==> src/rtl/mcu_pkg.sv <==
// Shared encodings for the multicycle RV64 control unit: FSM states, opcodes,
// datapath mux selects and error codes.
package mcu_pkg;

    typedef enum logic [3:0] {
        BOOT      = 4'd0,
        FETCH     = 4'd1,
        DECODE    = 4'd2,
        MEM_ADDR  = 4'd3,
        MEM_READ  = 4'd4,
        WB_MEM    = 4'd5,
        MEM_WRITE = 4'd6,
        EXEC_R    = 4'd7,
        EXEC_I    = 4'd8,
        WB_ALU    = 4'd9,
        BRANCH    = 4'd10,
        ERROR     = 4'd11
    } state_t;

    localparam logic [6:0] OP_LOAD   = 7'b0000011;
    localparam logic [6:0] OP_STORE  = 7'b0100011;
    localparam logic [6:0] OP_RTYPE  = 7'b0110011;
    localparam logic [6:0] OP_ITYPE  = 7'b0010011;
    localparam logic [6:0] OP_BRANCH = 7'b1100011;

    localparam logic [2:0] F3_DOUBLE = 3'b011;
    localparam logic [2:0] F3_BEQ    = 3'b000;

    typedef enum logic [1:0] {
        ALU_ADD   = 2'b00,
        ALU_SUB   = 2'b01,
        ALU_FUNCT = 2'b10
    } alu_op_t;

    typedef enum logic [1:0] {
        SRC_A_PC    = 2'b00,
        SRC_A_REG   = 2'b01,
        SRC_A_OLDPC = 2'b10
    } src_a_t;

    typedef enum logic [1:0] {
        SRC_B_REG  = 2'b00,
        SRC_B_FOUR = 2'b01,
        SRC_B_IMM  = 2'b10
    } src_b_t;

    typedef enum logic [1:0] {
        ERR_NONE    = 2'b00,
        ERR_ILLEGAL = 2'b01,
        ERR_TIMEOUT = 2'b10
    } err_t;

    function automatic logic is_mem_state(input state_t s);
        return (s == FETCH) || (s == MEM_READ) || (s == MEM_WRITE);
    endfunction

endpackage

==> src/rtl/mem_wait_timer.sv <==
// Memory-request wait counter: cleared on entry to a requesting state, flags a
// timeout on the last allowed cycle without mem_ready (MEM_WAIT_MAX=0 disables).
module mem_wait_timer #(
    parameter int MEM_WAIT_MAX = 16
) (
    input  logic clk,
    input  logic reset_n,
    input  logic start,
    input  logic busy,
    input  logic mem_ready,
    output logic timeout
);

    localparam int LIMIT = (MEM_WAIT_MAX > 0) ? MEM_WAIT_MAX - 1 : 0;
    localparam int CW    = (LIMIT > 0) ? $clog2(LIMIT + 1) : 1;

    logic [CW-1:0] count;

    // Saturating at LIMIT keeps the counter from wrapping if timeout is disabled.
    always_ff @(posedge clk or negedge reset_n) begin
        if (!reset_n) begin
            count <= '0;
        end else if (start) begin
            count <= '0;
        end else if (busy && !mem_ready && (count != CW'(LIMIT))) begin
            count <= count + CW'(1);
        end
    end

    assign timeout = (MEM_WAIT_MAX != 0) && busy && !mem_ready && (count == CW'(LIMIT));

endmodule

==> src/rtl/multicycle_control_unit.sv <==
// Control FSM for the multicycle RV64 datapath (LD, SD, R-type, I-type, BEQ).
// Optional performance counters are enabled with macro MCU_PERF_COUNTERS_EN.
//
// state     | meaning
// BOOT      | one cycle after reset release, all strobes off
// FETCH     | read IR from memory at PC, PC <= PC+4 on completion
// DECODE    | decode opcode, ALUOut <= branch target
// MEM_ADDR  | ALUOut <= regA + imm for LD/SD
// MEM_READ  | data read at ALUOut
// WB_MEM    | rd <= MDR
// MEM_WRITE | data write at ALUOut
// EXEC_R    | ALU regA op regB
// EXEC_I    | ALU regA op imm
// WB_ALU    | rd <= ALUOut
// BRANCH    | compare regA/regB, PC <= ALUOut if equal
// ERROR     | halted until reset, error_code holds the cause
module multicycle_control_unit
    import mcu_pkg::*;
#(
    parameter int MEM_WAIT_MAX = 16,
    parameter int CNT_W        = 32
) (
    input  logic             clk,
    input  logic             reset_n,
    input  logic [6:0]       opcode,
    input  logic [2:0]       funct3,
    input  logic             funct7_5,
    input  logic             zero,
    input  logic             mem_ready,
    output logic             mem_req,
    output logic             mem_we,
    output logic             i_or_d,
    output logic             ir_write,
    output logic             pc_write,
    output logic             pc_src,
    output logic [1:0]       alu_src_a,
    output logic [1:0]       alu_src_b,
    output logic [1:0]       alu_op,
`ifdef MCU_PERF_COUNTERS_EN
    output logic [CNT_W-1:0] cycle_count,
    output logic [CNT_W-1:0] instret_count,
`endif
    output logic             reg_write,
    output logic             mem_to_reg,
    output logic             halted,
    output logic [1:0]       error_code,
    output logic [3:0]       state
);

    state_t     state_q, state_d;
    logic [1:0] err_q, err_d;
    logic       timeout;
    logic       timer_start;

    // funct7_5 only matters to the ALU-side decoder that consumes alu_op=10.
    logic unused_funct7_5;
    assign unused_funct7_5 = funct7_5;

    always_ff @(posedge clk or negedge reset_n) begin
        if (!reset_n) begin
            state_q <= BOOT;
            err_q   <= ERR_NONE;
        end else begin
            state_q <= state_d;
            if ((state_d == ERROR) && (state_q != ERROR)) begin
                err_q <= err_d;
            end
        end
    end

    always_comb begin
        state_d    = state_q;
        err_d      = ERR_NONE;
        mem_req    = 1'b0;
        mem_we     = 1'b0;
        i_or_d     = 1'b0;
        ir_write   = 1'b0;
        pc_write   = 1'b0;
        pc_src     = 1'b0;
        alu_src_a  = SRC_A_PC;
        alu_src_b  = SRC_B_REG;
        alu_op     = ALU_ADD;
        reg_write  = 1'b0;
        mem_to_reg = 1'b0;
        halted     = 1'b0;
        case (state_q)
            BOOT: state_d = FETCH;
            FETCH: begin
                mem_req   = 1'b1;
                alu_src_b = SRC_B_FOUR;
                if (mem_ready) begin
                    ir_write = 1'b1;
                    pc_write = 1'b1;
                    state_d  = DECODE;
                end else if (timeout) begin
                    state_d = ERROR;
                    err_d   = ERR_TIMEOUT;
                end
            end
            DECODE: begin
                alu_src_a = SRC_A_OLDPC;
                alu_src_b = SRC_B_IMM;
                if ((opcode == OP_LOAD) && (funct3 == F3_DOUBLE)) begin
                    state_d = MEM_ADDR;
                end else if ((opcode == OP_STORE) && (funct3 == F3_DOUBLE)) begin
                    state_d = MEM_ADDR;
                end else if (opcode == OP_RTYPE) begin
                    state_d = EXEC_R;
                end else if (opcode == OP_ITYPE) begin
                    state_d = EXEC_I;
                end else if ((opcode == OP_BRANCH) && (funct3 == F3_BEQ)) begin
                    state_d = BRANCH;
                end else begin
                    state_d = ERROR;
                    err_d   = ERR_ILLEGAL;
                end
            end
            MEM_ADDR: begin
                alu_src_a = SRC_A_REG;
                alu_src_b = SRC_B_IMM;
                // IR is stable until the next fetch, so the opcode still tells LD from SD.
                state_d   = (opcode == OP_STORE) ? MEM_WRITE : MEM_READ;
            end
            MEM_READ: begin
                mem_req = 1'b1;
                i_or_d  = 1'b1;
                if (mem_ready) begin
                    state_d = WB_MEM;
                end else if (timeout) begin
                    state_d = ERROR;
                    err_d   = ERR_TIMEOUT;
                end
            end
            WB_MEM: begin
                reg_write  = 1'b1;
                mem_to_reg = 1'b1;
                state_d    = FETCH;
            end
            MEM_WRITE: begin
                mem_req = 1'b1;
                mem_we  = 1'b1;
                i_or_d  = 1'b1;
                if (mem_ready) begin
                    state_d = FETCH;
                end else if (timeout) begin
                    state_d = ERROR;
                    err_d   = ERR_TIMEOUT;
                end
            end
            EXEC_R: begin
                alu_src_a = SRC_A_REG;
                alu_src_b = SRC_B_REG;
                alu_op    = ALU_FUNCT;
                state_d   = WB_ALU;
            end
            EXEC_I: begin
                alu_src_a = SRC_A_REG;
                alu_src_b = SRC_B_IMM;
                alu_op    = ALU_FUNCT;
                state_d   = WB_ALU;
            end
            WB_ALU: begin
                reg_write = 1'b1;
                state_d   = FETCH;
            end
            BRANCH: begin
                alu_src_a = SRC_A_REG;
                alu_src_b = SRC_B_REG;
                alu_op    = ALU_SUB;
                pc_src    = 1'b1;
                pc_write  = zero;
                state_d   = FETCH;
            end
            ERROR: halted = 1'b1;
            default: state_d = BOOT;
        endcase
    end

    // A requesting state reached from a different state is always a fresh request.
    assign timer_start = is_mem_state(state_d) && (state_d != state_q);

    mem_wait_timer #(
        .MEM_WAIT_MAX(MEM_WAIT_MAX)
    ) u_mem_wait_timer (
        .clk       (clk),
        .reset_n   (reset_n),
        .start     (timer_start),
        .busy      (is_mem_state(state_q)),
        .mem_ready (mem_ready),
        .timeout   (timeout)
    );

    assign error_code = err_q;
    assign state      = state_q;

`ifdef MCU_PERF_COUNTERS_EN
    logic retire;

    assign retire = (state_d == FETCH) &&
                    ((state_q == WB_MEM) || (state_q == MEM_WRITE) ||
                     (state_q == WB_ALU) || (state_q == BRANCH));

    always_ff @(posedge clk or negedge reset_n) begin
        if (!reset_n) begin
            cycle_count   <= '0;
            instret_count <= '0;
        end else begin
            if ((state_q != BOOT) && (state_q != ERROR)) begin
                cycle_count <= cycle_count + CNT_W'(1);
            end
            if (retire) begin
                instret_count <= instret_count + CNT_W'(1);
            end
        end
    end
`endif

endmodule

==> config.mk <==
export PLATFORM = sky130hd
export DESIGN_NAME = multicycle_control_unit
export DESIGN_NICKNAME = d
export VERILOG_FILES = /design/src/rtl/mcu_pkg.sv /design/src/rtl/mem_wait_timer.sv /design/src/rtl/multicycle_control_unit.sv
export SDC_FILE = /design/constraint.sdc
export NUM_CORES = 1
export LEC_CHECK = 0
export ABC_AREA = 1
export CORE_MARGIN = 2
export CORE_UTILIZATION = 30
export CTS_CLUSTER_DIAMETER = 100
export DETAILED_ROUTE_END_ITERATION = 8
export GPL_TIMING_DRIVEN = 0
export PLACE_DENSITY = 0.68
export SLEW_MARGIN = 20
export SYNTH_ARGS = -nofsm -noshare
export SYNTH_HDL_FRONTEND = slang
export SYNTH_SLANG_ARGS = --single-unit
==> constraint.sdc <==
create_clock -name clk -period 2.2 [get_ports clk]
set_input_delay 0.55 -clock clk [delete_from_list [all_inputs] [get_ports clk]]
set_output_delay 0.55 -clock clk [all_outputs]
set_load 0.005 [all_outputs]
==> summary.md, run 1 <==
| Metric | Value |
|---|---|
| Ant diodes | `0` |
| Post-synth cell types | `24` |
| FF-to-FF End | `u_mem_wait_timer.count[0]` |
| Largest net degree at the start of global routing | `11` |
| Initial Utilization | `31.3%` |
| Layout cells sized above 1 | `25.5%` |
| Mux share of post-synthesis cell area | `0%` |
| Post-Synthesis Cells | `151` |
| Asr flop ratio synth | `100%` |
| Syn Nets | `167` |
| Drt drc | `0` |
| CP top delay family | `buffers and inverters` |
| Largest family of logic cells by synthesized area | `simple AND/OR/NAND/NOR gates` |
| Routed WL | `2.41 mm` |
| Row count | `20` |
| CP max stage cell | `clkdlybuf4s50_1` |
| Die area | `3620 µm²` |
| Worst slew margin | `70.2%` |
| I/O Buffers | `34` |
| Area leader, netlist | `dfrtp_1` |
| Via density | `4.41` |
| CP max FO | `5` |
| Worst Reg-to-Reg Cells | `12` |
| Final RePlAce weighted congestion | `0.813` |
| HP Class | `reg -> reg` |
| Final core utilization | `49.4%` |
| Core area | `3030 µm²` |
| Wirelength per Cell | `10.1 µm` |
| Met2 WL | `1.19 mm` |
| Prevailing post-synth register cell | `dfrtp_1` |
| Worst Hold Launch | `error_code[1]` |
| Initial DRC count | `47` |
| Post-synth top area share | `26.4%` |
| Mapped cell area | `947 µm²` |
| Max clock buf depth | `2` |
| WHS Path Cells | `1` |
| Pwr Density | `1170 nW/µm²` |
| Peak supply drop | `0.000356 V` |
| Dpl hpwl | `1.93 mm` |
| Clock Root Buffer | `clkbuf_4` |
| H-tree lvl count | `1` |
| Part of the Yosys area used for sequential elements | `26.4%` |
| Vias in the first global route | `914` |
| Area share of fa/ha/maj cells after synthesis | `1.32%` |
| Final worst-path cycle share | `99.3%` |
| Detailed Routing Iterations Pass 1 | `4` |
| M1 WL | `1.14 mm` |
| GRT Total Usage | `14.3%` |
| Synth Area in Compound Gates | `9.64%` |
| Antenna violations before repair | `0` |
| Overflow after GRT | `0` |
| Startpoint type of the worst setup path | `flop` |
| Hold Slack | `496 ps` |
| Clock Pin Slew Worst Setup and Hold Paths | `60 ps` |
| Top layer in use | `met3` |
| Routed Antenna Nets | `0` |
| CTS buffer count | `3` |
| Fillers | `316` |
| Xor/xnor share of the synthesized area | `1.85%` |
| Number of max-cap violations | `0` |
| Max Clk Rate | `458 MHz` |
| Die height | `60.2 µm` |
| Slowest stage delay, CP | `480 ps` |
| Min Clock Period, post-route | `2180 ps` |
| Worst clock skew | `3.89 ps` |
| Most frequent cell after synthesis | `nand2_1` |
| Area delta synth->final | `58.0%` |
| Worst r2r src | `state[2]` |
| Status | `finished clean` |
| Crit path required time | `1650 ps` |
| CTS sink cnt | `10` |
| RSZ-0062 raised after global routing | `yes` |
| Kind of critical path | `reg -> out` |
| CP endpoint kind | `output pin` |
| Worst slew pin tran | `446 ps` |
| Worst EP arrival | `1630 ps` |
| Nets | `213` |
| Final setup viols | `0` |
| Leakage | `0.000860 µW` |
| Via count | `1058` |
| Synth top area cells | `dfrtp_1 (26%), nand2_1 (15%), nor2_1 (8.3%), inv_1 (7.5%), nand3_1 (7.4%)` |
| Routed wl met3 | `85 µm` |
| Syn Area/Cell | `6.27 µm²` |
| Hold Crit Endpoint | `error_code[1]` |
| CTS tree | `yes` |
| Ys Warns | `0` |
| Count of final hold-check violations | `0` |
| Global-route wire length before repair | `3.91 mm` |
| Synthesized flop and latch total | `10` |
| R2R setup slack | `340 ps` |
| Post-synth EDFFs | `0` |
| Crit path cell chain | `inv_2 > nand2_2 > nor2_4 > buf_4 > clkdlybuf4s50_1` |
| Final slew viol count | `0` |
| Die Wd | `60.2 µm` |
| Clock Latency Late Sink | `260 ps` |
| Most instantiated cells after synthesis | `nand2_1 (38), nor2_1 (21), inv_1 (19)` |
| Post-Synth Simple-Gate Area | `49.3%` |
| # IOs | `36` |
| WP buf/inv | `3` |
| Total power draw | `1760 µW` |
layer usage:
metal / GRT usage, % / up-vias
li1: - / 564
met1: 19.5 / 479
met2: 24.1 / 15
met3: 3.90 / 0
met4: 0 / 0
met5: 0 / -
power by group:
| group | switching (µW) | total (µW) | internal [µW] |
|---|---|---|---|
| clock network | 59.7 | 160 | 100 |
| registers | 91.4 | 348 | 256 |
| logic | 669 | 1250 | 580 |
| total | 821 | 1760 | 937 |
registers in the layout (all words and copies together) (netlist names):
name                    cells
state                       4
error_code                  2
u_mem_wait_timer.count      4
repair_timing:
action,in CTS,in global routing
buffers inserted,7,0
pin swaps,1,3
resized for setup,16,9
endpoints found under the setup margin,13,14
hold buffers,0,0
kinds of logic (layout without fill, tap and decap cells):
| family | after synthesis | in the layout |
|---|---|---|
| XOR/XNOR | 2 | 2 |
| adder cells (fa/ha/maj) | 1 | 1 |
| flip-flops | 10 | 10 |
| AO/OA/AOI/OAI | 15 | 15 |
| buffers and inverters | 28 | 73 |
| AND/OR/NAND/NOR | 95 | 95 |
worst max path at each step:
stage	start	end	slack, ps	cells past startpoint
floorplan	opcode[2]	u_mem_wait_timer.count[0]	540	11
finish	state[2]	alu_op[0]	20	5
global route	state[2]	mem_req	-70	6
CTS	state[2]	alu_op[0]	3	5
global placement	mem_ready	pc_write	-220	4
detailed placement	mem_ready	pc_write	-200	4
area by class of cell:
type	instances	area [µm²]	area share (%)
Multi-Input combinational cell	113	628	42.0
Timing Repair Buffer	41	410	27.4
Sequential cell	10	255	17.1
Inverter	27	104	6.94
Tap cell	44	55.1	3.68
Clock buffer	4	36.3	2.42
Buffer	1	7.51	0.502
cell usage in the layout (no fill, tap or decap), drive strengths merged, types with 2 or more instances in the layout:
master / n
dfrtp: 10
nand2: 46
o21ai: 7
a21oi: 5
inv: 27
dlymetal6s2s: 7
xor2: 2
clkdlybuf4s50: 24
clkbuf: 4
nand4: 3
nand3: 18
nor2: 26
buf: 8
dlygate4sd2: 3
nor3: 2
metrics by stage:
step	TNS [ps]	area [µm²]	instances	worst slack, ps
after global routing	-192	1500	240	-67.9
after CTS	0	1470	240	2.61
after detailed placement	-879	1340	229	-200
after floorplan	0	947	151	540
after global placement	-860	1340	229	-217
final	0	1500	240	16.4
Note: power is estimated with default switching activity, not from simulation.
==> inputs of run 2 (changes only) <==
--- a/constraint.sdc
+++ b/constraint.sdc
@@ -3,2 +3,2 @@
 set_output_delay 0.55 -clock clk [all_outputs]
-set_load 0.005 [all_outputs]
+set_load 0.05 [all_outputs]
==> summary.md, run 2 (same netlist as run 1, synthesis figures left out) <==
| Metric | Value |
|---|---|
| Max Clk Rate | `470 MHz (+2.6%)` |
| Sequential share of power | `16.8% (-3.0 points)` |
| FF-to-FF End | `u_mem_wait_timer.count[0]` |
| Worst Reg-to-Reg Cells | `12 (unchanged)` |
| Die area | `3620 µm² (unchanged)` |
| Largest net degree at the start of global routing | `11 (unchanged)` |
| Peak supply drop | `0.000525 V (+47%)` |
| Dpl ws | `-507 ps (-307 ps)` |
| Worst r2r src | `state[3]` |
| Vias in the first global route | `988 (+8.1%)` |
| Switching part of the total | `60.7% (+14 points)` |
| Hold Crit Endpoint | `error_code[1]` |
| Worst Hold Launch | `error_code[1]` |
| I/O Buffers | `34 (unchanged)` |
| Routed Antenna Nets | `0 (unchanged)` |
| Routed WL | `2.53 mm (+5.0%)` |
| Count of final hold-check violations | `0 (unchanged)` |
| Min Clock Period, post-route | `2130 ps (-55.6 ps)` |
| Row count | `20 (unchanged)` |
| Final Non-Filler Cells | `233 (-2.9%)` |
| Ant diodes | `0 (unchanged)` |
| Setup ws final | `72.0 ps (+55.6 ps)` |
| Clock Pin Slew Worst Setup and Hold Paths | `70 ps (about the same)` |
| Area delta synth->final | `47.7%` |
| Status | `finished clean` |
| Psw | `1290 µW (+58%)` |
| Clock Latency Late Sink | `280 ps (+20 ps)` |
| Layout cells sized above 1 | `30.2% (+4.6 points)` |
| Via count | `1038 (-1.9%)` |
| Cells after DPL | `229 (unchanged)` |
| Die height | `60.2 µm (unchanged)` |
| CP endpoint kind | `output pin` |
| Final RePlAce weighted congestion | `0.797 (-2.0%)` |
| Overflow after GRT | `0 (unchanged)` |
| Nets | `206 (-3.3%)` |
| Worst slew margin | `66.9% (-3.3 points)` |
| Multi-input logic area | `618 µm² (-1.6%)` |
| CTS sink cnt | `10 (unchanged)` |
| Crit path required time | `1650 ps (about the same)` |
| Postcts setup bufs | `0 (-7)` |
| Most frequent cells in the layout | `nand2_1 (38), inv_1 (19), nor2_1 (18)` |
| Hold_buf cts | `0 (unchanged)` |
| Combinational power share | `75.0% (+3.9 points)` |
| Register Area | `254 µm² (-0.49%)` |
| GRT Total Usage | `15.6% (+1.3 points)` |
| Worst slew pin tran | `496 ps (+50.3 ps)` |
| # IOs | `36 (unchanged)` |
| Die Wd | `60.2 µm (unchanged)` |
| Leakage | `0.000741 µW (-14%)` |
| Total power draw | `2130 µW (+21%)` |
| Final slew viol count | `0 (unchanged)` |
| Wirelength per Cell | `10.9 µm (+8.1%)` |
| Core area | `3030 µm² (unchanged)` |
| Worst clock skew | `7.46 ps (+3.57 ps)` |
| Final core utilization | `46.2% (-3.2 points)` |
| Dpl hpwl | `2.04 mm (+5.5%)` |
| Final setup viols | `0 (unchanged)` |
| Antenna violations before repair | `0 (unchanged)` |
| Pint | `838 µW (-11%)` |
| Detailed Routing Iterations Pass 1 | `4 (unchanged)` |
| Kind of critical path | `in -> out` |
| RSZ-0062 raised after global routing | `no` |
| HP Class | `reg -> reg` |
| R2R setup slack | `370 ps (+30 ps)` |
| Number of max-cap violations | `0 (unchanged)` |
| Clock Root Buffer | `clkbuf_4` |
| Startpoint type of the worst setup path | `input pin` |
| Clock power share | `8.3% (-0.8 points)` |
| Pwr Density | `1520 nW/µm² (+30%)` |
| Drt drc | `0 (unchanged)` |
| Max clock buf depth | `2 (unchanged)` |
| Commonest non-fill, non-tap cell in the layout | `nand2_1` |
| H-tree lvl count | `1 (unchanged)` |
| CTS tree | `yes` |
| Final worst-path cycle share | `96.7% (-2.5 points)` |
| Global-route wire length before repair | `4.36 mm (+11%)` |
| Initial Utilization | `31.3% (unchanged)` |
| CTS buffer count | `3 (unchanged)` |
| Fillers | `325 (+2.8%)` |
| CP max FO | `4 (-1)` |
| Initial DRC count | `35 (-26%)` |
| Worst EP arrival | `1580 ps (-50 ps)` |
| Post-route setup TNS | `0 ps (unchanged)` |
| WHS Path Cells | `1 (unchanged)` |
| Via density | `4.45 (+1.1%)` |
[run 2: cell count changes in the layout (fill, tap and decap cells not counted), sizes merged]
cell,delta
dlygate4sd2,-1
clkdlybuf4s50,-8
buf,-3
clkdlybuf4s15,+9
dlymetal6s2s,-6
clkbuf,+2
[run 2: what timing repair did]
item / in CTS / in global routing
resized for setup: 57 / 9
endpoints found under the setup margin: 17 / 16
pin swaps: 0 / 0
[run 2: critical path, cell delays in order]
cell and delay [ps]:
clkdlybuf4s50_1 530, nand3_1 170, inv_1 80, buf_2 250
[run 2: worst max-delay path by stage]
stage,startpoint,endpoint,cells after the start
global placement,mem_ready,pc_write,4
finish,mem_ready,ir_write,4
CTS,state[2],i_or_d,3
global route,mem_ready,ir_write,4
floorplan,state[2],u_mem_wait_timer.count[0],10
detailed placement,mem_ready,pc_write,4
[run 2: final cells by class]
class / instances / area share, %
repair buffers: 34 / 23.3
flip-flops and latches: 10 / 18.2
plain buffers: 1 / 0.537
well taps: 44 / 3.94
clock buffers: 4 / 2.59
inverters: 27 / 7.25
multi-input cells: 113 / 44.2
[run 2: power groups by stage]
stage | Sequential, µW | Combinational (µW) | Clock, µW
floorplan | 492 | 1050 | 0
global placement | 352 | 1630 | 0
detailed placement | 352 | 1630 | 0
CTS | 351 | 1590 | 179
global route | 371 | 1740 | 180
finish | 357 | 1600 | 176
[run 2: per-layer routing]
layer	vias up	wire length (µm)	track usage, %
li1	549	-	-
met1	466	1200	20.9
met2	18	1230	26.1
met3	5	53	0.649
met4	0	44	6.35
met5	-	0	0
[run 2: per-stage QoR]
step | area [µm²] | hold slack [ps]
3_3_place_gp | 1360 | 488
4_1_cts | 1390 | 512
2_1_floorplan | 967 | 254
5_1_grt | 1400 | 533
3_5_place_dp | 1360 | 495
6_report | 1400 | 510
